`config.mk`:
```
export PLATFORM = sky130hd
export DESIGN_NAME = decred_nonce_collector
export DESIGN_NICKNAME = d
export VERILOG_FILES = /design/src/rtl/decred_nonce_collector_pkg.sv /design/src/rtl/decred_nonce_fifo.sv /design/src/rtl/decred_nonce_collector.sv
export SDC_FILE = /design/constraint.sdc
export NUM_CORES = 1
export LEC_CHECK = 0
export CORE_ASPECT_RATIO = 1.5
export CORE_MARGIN = 2
export CORE_UTILIZATION = 50
export DETAILED_ROUTE_END_ITERATION = 7
export PLACE_DENSITY = 0.8
export SLEW_MARGIN = 20
export SYNTH_ARGS = -nofsm -noshare
export SYNTH_HDL_FRONTEND = slang
export SYNTH_HIERARCHICAL = 1
export SYNTH_SLANG_ARGS = --single-unit
```
`constraint.sdc`:
```
create_clock -name CLK -period 2.6 [get_ports CLK]
set_clock_uncertainty 0.1 [all_clocks]
set_input_delay 0.39 -clock CLK [delete_from_list [all_inputs] [get_ports CLK]]
set_output_delay 0.39 -clock CLK [all_outputs]
set_load 0.01 [all_outputs]
```
`src/rtl/decred_nonce_collector_pkg.sv`:
```
// Shared definitions for the Decred nonce collector: FSM state encoding and parameter defaults.
// NUMBER_OF_MACROS may be predefined by the build; otherwise it defaults to 4.
`ifndef NUMBER_OF_MACROS
`define NUMBER_OF_MACROS 4
`endif

package decred_nonce_collector_pkg;

  typedef logic [1:0] fsm_state_t;

  localparam fsm_state_t ST_IDLE  = 2'd0;
  localparam fsm_state_t ST_SETUP = 2'd1;
  localparam fsm_state_t ST_READ  = 2'd2;
  localparam fsm_state_t ST_PUSH  = 2'd3;

  localparam int         DEFAULT_NUM_MACROS  = `NUMBER_OF_MACROS;
  localparam logic [5:0] DEFAULT_RESULT_ADDR = 6'h3C;

endpackage

```
`src/rtl/decred_nonce_fifo.sv`:
```
// Synchronous show-ahead FIFO; the head word is presented while not empty and reads as zero when empty.
// A simultaneous push and pop on a full FIFO performs both.
module decred_nonce_fifo #(
  parameter int WIDTH = 32,
  parameter int DEPTH = 4
) (
  input  logic             clk,
  input  logic             rst_n,
  input  logic             push,
  input  logic             pop,
  input  logic [WIDTH-1:0] wdata,
  output logic [WIDTH-1:0] rdata,
  output logic             full,
  output logic             empty
);

  localparam int AW = (DEPTH > 1) ? $clog2(DEPTH) : 1;

  logic [WIDTH-1:0] mem [DEPTH];
  logic [AW-1:0]    wr_ptr;
  logic [AW-1:0]    rd_ptr;
  logic [AW:0]      count;
  logic             do_push;
  logic             do_pop;

  assign empty   = (count == {(AW + 1){1'b0}});
  assign full    = (count == (AW + 1)'(DEPTH));
  assign do_pop  = pop & ~empty;
  assign do_push = push & (~full | do_pop);
  assign rdata   = empty ? {WIDTH{1'b0}} : mem[rd_ptr];

  // Storage array.
  always_ff @(posedge clk) begin
    if (do_push) begin
      mem[wr_ptr] <= wdata;
    end
  end

  // Pointers and occupancy.
  always_ff @(posedge clk) begin
    if (!rst_n) begin
      wr_ptr <= {AW{1'b0}};
      rd_ptr <= {AW{1'b0}};
      count  <= {(AW + 1){1'b0}};
    end else begin
      if (do_push) begin
        wr_ptr <= wr_ptr + AW'(1);
      end
      if (do_pop) begin
        rd_ptr <= rd_ptr + AW'(1);
      end
      case ({do_push, do_pop})
        2'b10:   count <= count + (AW + 1)'(1);
        2'b01:   count <= count - (AW + 1)'(1);
        default: count <= count;
      endcase
    end
  end

endmodule

```
`src/rtl/decred_nonce_collector.sv`:
```
// Collects nonces from the hash macro array: edge capture, round-robin arbiter, byte-serial read FSM.
// Optional macro-index tag on queued nonces is enabled by defining DECRED_NONCE_TAG_EN.
module decred_nonce_collector
  import decred_nonce_collector_pkg::*;
#(
  parameter int         NUM_MACROS  = DEFAULT_NUM_MACROS,
  parameter int         NONCE_BYTES = 4,
  parameter logic [5:0] RESULT_ADDR = DEFAULT_RESULT_ADDR,
  parameter int         FIFO_DEPTH  = 4
) (
  input  logic                     CLK,
  input  logic                     RESET_N,
  input  logic                     ENABLE,
  input  logic [NUM_MACROS-1:0]    DATA_AVAILABLE,
  output logic [NUM_MACROS-1:0]    MACRO_RD_SELECT,
  output logic [5:0]               HASH_ADDR,
  input  logic [7:0]               DATA_FROM_HASH,
  output logic                     NONCE_VALID,
  output logic [8*NONCE_BYTES-1:0] NONCE_DATA,
  input  logic                     NONCE_READY,
  output logic                     OVERFLOW,
  input  logic                     OVERFLOW_CLR,
`ifdef DECRED_NONCE_TAG_EN
  output logic [$clog2(NUM_MACROS)-1:0] NONCE_MACRO,
`endif
  output logic                     IRQ_OUT
);

  localparam int GW = $clog2(NUM_MACROS);
  localparam int BW = (NONCE_BYTES > 1) ? $clog2(NONCE_BYTES) : 1;
  localparam int DW = 8 * NONCE_BYTES;
`ifdef DECRED_NONCE_TAG_EN
  localparam int FW = DW + GW;
`else
  localparam int FW = DW;
`endif
  localparam logic [BW-1:0]         LAST_BYTE = BW'(NONCE_BYTES - 1);
  localparam logic [5:0]            LAST_ADDR = RESULT_ADDR + 6'(NONCE_BYTES - 1);
  localparam logic [NUM_MACROS-1:0] ONE_HOT0  = {{(NUM_MACROS - 1){1'b0}}, 1'b1};

  logic [NUM_MACROS-1:0] prev;
  logic [NUM_MACROS-1:0] rise;
  logic [NUM_MACROS-1:0] pending;
  logic [NUM_MACROS-1:0] clr_mask;
  logic [NUM_MACROS-1:0] select;
  fsm_state_t            state;
  logic [GW-1:0]         grant;
  logic [GW-1:0]         last_grant;
  logic [GW-1:0]         next_grant;
  logic                  arb_hit;
  int                    arb_idx;
  logic [BW-1:0]         byte_idx;
  logic [DW-1:0]         nonce;
  logic [5:0]            addr;
  logic                  overflow;
  logic                  irq;
  logic                  fifo_push;
  logic                  fifo_pop;
  logic                  fifo_full;
  logic                  fifo_empty;
  logic [FW-1:0]         fifo_wdata;
  logic [FW-1:0]         fifo_rdata;

  assign rise      = DATA_AVAILABLE & ~prev;
  assign fifo_push = (state == ST_PUSH);
  assign fifo_pop  = NONCE_READY & ~fifo_empty;

  // prev ignores reset so flags already high at reset release never look like new results.
  always_ff @(posedge CLK) begin
    prev <= DATA_AVAILABLE;
  end

  // Pending is cleared when its grant enters SETUP.
  always_comb begin
    clr_mask = {NUM_MACROS{1'b0}};
    if (state == ST_SETUP) begin
      clr_mask = ONE_HOT0 << grant;
    end else begin
      clr_mask = {NUM_MACROS{1'b0}};
    end
  end

  // A rising edge in the same cycle as the clear wins.
  always_ff @(posedge CLK) begin
    if (!RESET_N) begin
      pending <= {NUM_MACROS{1'b0}};
    end else begin
      pending <= (pending & ~clr_mask) | rise;
    end
  end

  // Round-robin: first pending index strictly after last_grant, wrapping.
  always_comb begin
    next_grant = last_grant;
    arb_hit    = 1'b0;
    arb_idx    = 0;
    for (int k = 1; k <= NUM_MACROS; k++) begin
      arb_idx = int'(last_grant) + k;
      if (arb_idx >= NUM_MACROS) begin
        arb_idx = arb_idx - NUM_MACROS;
      end else begin
        arb_idx = arb_idx;
      end
      if (!arb_hit && pending[arb_idx[GW-1:0]]) begin
        arb_hit    = 1'b1;
        next_grant = arb_idx[GW-1:0];
      end else begin
        arb_hit    = arb_hit;
      end
    end
  end

  // Read sequencer. HASH_ADDR runs one byte ahead of the sample because the bus answers a cycle late.
  always_ff @(posedge CLK) begin
    if (!RESET_N) begin
      state      <= ST_IDLE;
      grant      <= {GW{1'b0}};
      last_grant <= GW'(NUM_MACROS - 1);
      byte_idx   <= {BW{1'b0}};
      nonce      <= {DW{1'b0}};
      select     <= {NUM_MACROS{1'b0}};
      addr       <= 6'd0;
    end else begin
      case (state)
        ST_IDLE: begin
          if (ENABLE && arb_hit) begin
            grant  <= next_grant;
            select <= ONE_HOT0 << next_grant;
            addr   <= RESULT_ADDR;
            state  <= ST_SETUP;
          end
        end
        ST_SETUP: begin
          byte_idx <= {BW{1'b0}};
          if (addr != LAST_ADDR) begin
            addr <= addr + 6'd1;
          end
          state <= ST_READ;
        end
        ST_READ: begin
          nonce[{byte_idx, 3'b000} +: 8] <= DATA_FROM_HASH;
          if (addr != LAST_ADDR) begin
            addr <= addr + 6'd1;
          end
          if (byte_idx < LAST_BYTE) begin
            byte_idx <= byte_idx + BW'(1);
          end else begin
            select <= {NUM_MACROS{1'b0}};
            state  <= ST_PUSH;
          end
        end
        ST_PUSH: begin
          last_grant <= grant;
          state      <= ST_IDLE;
        end
        default: begin
          select <= {NUM_MACROS{1'b0}};
          state  <= ST_IDLE;
        end
      endcase
    end
  end

  // Sticky overflow: a dropped push beats a simultaneous clear.
  always_ff @(posedge CLK) begin
    if (!RESET_N) begin
      overflow <= 1'b0;
      irq      <= 1'b0;
    end else begin
      if (fifo_push && fifo_full && !fifo_pop) begin
        overflow <= 1'b1;
      end else if (OVERFLOW_CLR) begin
        overflow <= 1'b0;
      end
      irq <= ~fifo_empty;
    end
  end

`ifdef DECRED_NONCE_TAG_EN
  assign fifo_wdata  = {grant, nonce};
  assign NONCE_MACRO = fifo_rdata[FW-1:DW];
`else
  assign fifo_wdata  = nonce;
`endif

  decred_nonce_fifo #(
    .WIDTH (FW),
    .DEPTH (FIFO_DEPTH)
  ) u_fifo (
    .clk   (CLK),
    .rst_n (RESET_N),
    .push  (fifo_push),
    .pop   (fifo_pop),
    .wdata (fifo_wdata),
    .rdata (fifo_rdata),
    .full  (fifo_full),
    .empty (fifo_empty)
  );

  assign MACRO_RD_SELECT = select;
  assign HASH_ADDR       = addr;
  assign NONCE_VALID     = ~fifo_empty;
  assign NONCE_DATA      = fifo_rdata[DW-1:0];
  assign OVERFLOW        = overflow;
  assign IRQ_OUT         = irq;

endmodule
```
==> qor.json <==
{
  "logic_synthesis": {
    "synthDistinctLibCells": 56,
    "synth.largest_area_cell": "edfxtp_1",
    "post_synth_most_frequent_cells": "128 x edfxtp_1, 69 x dfxtp_1, 46 x nor2_1",
    "postSynthAreaPerCell_sq_um": 14.8,
    "synthTopCellsByArea": "edfxtp_1 49%, dfxtp_1 17%, mux4_2 9.1%, a22oi_1 3.2%, nor2b_1 2.9%",
    "synth_seq_area_share_pct": 66.2,
    "synth_top_flop_cell": "edfxtp_1",
    "post-synth-top-area-fraction_pct": 48.7,
    "synth_fp_nets": 568,
    "synth.cell_area_sq_um": 7890,
    "post_synth_edffs": 128,
    "yosys_register_bits": 197,
    "asyncSetResetFlopFracSynth_pct": 0,
    "yosysMostFrequentCell": "edfxtp_1",
    "yosys_warnings": 6,
    "syn_inst": 535
  },
  "die": {
    "die_boundary_width_um": 107,
    "fp.dieH_um": 158,
    "fp.dieArea_sq_um": 16800,
    "rows": 56,
    "core_sq_um": 15600,
    "starting_density_pct": 50.7,
    "ioPinCount": 62
  },
  "worst_setup_path": {
    "timing.rr.start": "u_fifo/count[0]",
    "end_kind": "output port",
    "timing.reg2reg.setup_slack_ns": 0.27,
    "timing.critical_path.fanout_max": 10,
    "reg2regPathDepth": 8,
    "critPathRequiredTime_ns": 2.11,
    "rr_endpoint": "u_fifo/count[2]",
    "type_of_the_worst_setup_path": "register to output port",
    "timing.critical_path.from_type": "register",
    "setup.worst_path.end": "NONCE_DATA[7]",
    "worstPathArrival_ns": 2.00
  },
  "pwr": {
    "power.density_nw_per_um2": 746,
    "total_leakage_power_nw": 3.30,
    "vdd_drop_max_mv": 0.522,
    "power.total_mw": 7.10
  },
  "clock_tree": {
    "clock-root-buffer": "clkbuf_16",
    "clock_tree_from_tritoncts": "yes",
    "clk_latency_ns": 0.43,
    "cts_buffer_depth": 2,
    "clock_pin_transition_on_the_worst_setup_and_hold_timing_paths_ns": 0.07,
    "cts_made_buffers": 17,
    "clkSinkCount": 197,
    "cts_max_level": 4
  },
  "finish": {
    "final.fill_count": 1180,
    "finalNonFillerCells": 841,
    "drive_gt1_share_pct": 17.7,
    "final_net_count": 657,
    "layout-area-overhead-vs-synth_pct": 20.5,
    "post-route-cell-area_sq_um": 9520
  },
  "sta": {
    "timing.final.crit_share_pct": 95.7,
    "max_slew_vio_count": 0,
    "slew-limit-headroom_pct": 65.3,
    "setup_viol": 0,
    "timing.fmax_mhz": 402,
    "fin_setup_tns_ns": 0,
    "worst_slew_pin_slew_ns": 0.519,
    "timing.final.hold_violations": 0,
    "rsz0062_at_grt": "false",
    "finalWorstPathRequiredPeriod_ns": 2.49
  },
  "place": {
    "gp_routability_congestion": 0.811,
    "dp_hpwl_mm": 10.5,
    "place.port_buffers": 61,
    "post_placement_cell_count": 799,
    "post_place_cell_area_sq_um": 8870
  },
  "global_routing": {
    "largest_net_degree_at_the_start_of_global_routing": 33,
    "first_pass_grt_wire_length_mm": 25.8,
    "grt_pass1_vias": 4986,
    "track_usage_pct": 20.3,
    "overflow": 0,
    "grt_antenna_before_repair": 1
  },
  "drt": {
    "first_pass_iters": 6,
    "drt_iter0_drc": 327,
    "detail-route-antenna-nets": 0,
    "post_drt_via_cell_ratio": 5.68,
    "drt_drc_violations_left": 0,
    "detail_route.wirelength_mm": 16.1,
    "vias": 4779,
    "post_drt_wl_per_cell_um": 19.1
  },
  "outcome": {
    "status": "finished, final reports clean"
  },
  "flow_run": {
    "max_cap_violation_count": 0
  },
  "hold_path": {
    "min_path_type": "primary input to register"
  }
}
-- how the worst min path moves through the flow --
stage	startpoint	end	slack, ns	cells after the start
floorplan	DATA_AVAILABLE[0]	prev[0]	0.32	0
global placement	MACRO_RD_SELECT[3]	MACRO_RD_SELECT[3]	0.36	2
detailed placement	MACRO_RD_SELECT[3]	MACRO_RD_SELECT[3]	0.36	2
CTS	DATA_AVAILABLE[3]	prev[3]	0.31	1
global route	DATA_AVAILABLE[3]	prev[3]	0.31	1
finish	DATA_AVAILABLE[3]	prev[3]	0.32	1
-- critical path: stages, from the launching register on --
cell and delay (ns):
dfxtp_4 0.39, buf_12 0.14, buf_4 0.13, mux4_2 0.48, nor2b_1 0.14, dlygate4sd2_1 0.29
-- registers in the layout (all words and copies together) (netlist names), named ones only --
register / count
MACRO_RD_SELECT: 4
u_fifo/mem: 128
u_fifo/rd_ptr: 2
pending: 4
OVERFLOW: 1
fifo_wdata: 32
HASH_ADDR: 6
last_grant: 2
prev: 4
byte_idx: 2
u_fifo/wr_ptr: 2
state: 2
grant: 2
u_fifo/count: 3
IRQ_OUT: 1
-- layer usage --
metal  up-vias  wire [um]  global-route usage (%)  part of all wire [%]
li1       2210          -                       -                     -
met1      2371       6210                    23.1                    39
met2       161       8570                    36.5                    53
met3        37        775                    4.49                   4.8
met4         0        512                    8.78                   3.2
met5         -          0                       0                     0
-- stage by stage --
step / hold slack (ns) / util [%] / setup WS [ns]
floorplan: 0.318 / - / 0.200
global placement: 0.365 / 57.0 / 0.251
detailed placement: 0.363 / 57.0 / 0.135
CTS: 0.308 / 60.8 / 0.000662
global route: 0.305 / 61.2 / 0.0425
finish: 0.325 / 61.2 / 0.111
-- cell usage in the layout (no fill, tap or decap), types with 3 or more instances in the layout --
cell,Yosys,final
clkbuf_16,0,17
buf_4,0,23
edfxtp_1,128,128
and3_1,4,4
mux2i_1,6,6
clkdlybuf4s50_1,0,29
nand2_1,19,19
nor4b_2,3,3
inv_1,19,19
buf_12,0,8
nor3_1,4,4
and2_2,0,4
xor2_1,3,3
nand2b_1,8,8
a21oi_1,16,16
nand3_1,7,7
nor2b_1,37,37
o21ai_0,11,11
o211ai_1,4,4
nor2_1,46,46
dlygate4sd2_1,0,31
ha_1,15,15
mux4_2,32,32
inv_6,0,6
a22oi_1,34,34
a31oi_1,4,4
dfxtp_1,69,68
inv_8,0,3
-- layout make-up --
cell class | instances | area, sq um | share of cell area [%]
clock inverter | 15 | 136 | 1.43
inverter | 20 | 75.1 | 0.789
timing repair buffer | 93 | 922 | 9.69
antenna | 1 | 2.50 | 0.0263
clock buffer | 17 | 425 | 4.47
sequential | 197 | 5230 | 55.0
multi-input combinational | 295 | 2470 | 26.0
tap | 203 | 254 | 2.67
-- cells by family after synthesis --
family | share of synthesized area [%]
buf+inv | 2.57
mux | 10.1
compound gates | 7.97
fa+ha+maj | 2.63
simple gates | 10.1
xor+xnor | 0.444
flops | 66.2
-- repair_timing --
item,CTS,global route
hold buffers,0,0
buffers inserted,2,7
endpoints found under the setup margin,32,3
pin swaps,0,0
resized for setup,42,2
-- where the power goes --
group          switching (mW)  internal [mW]  total [mW]
registers               0.150           3.49        3.64
clock network            1.21           1.27        2.47
logic                   0.547          0.437       0.984
Note: power is estimated with default switching activity, not from simulation.
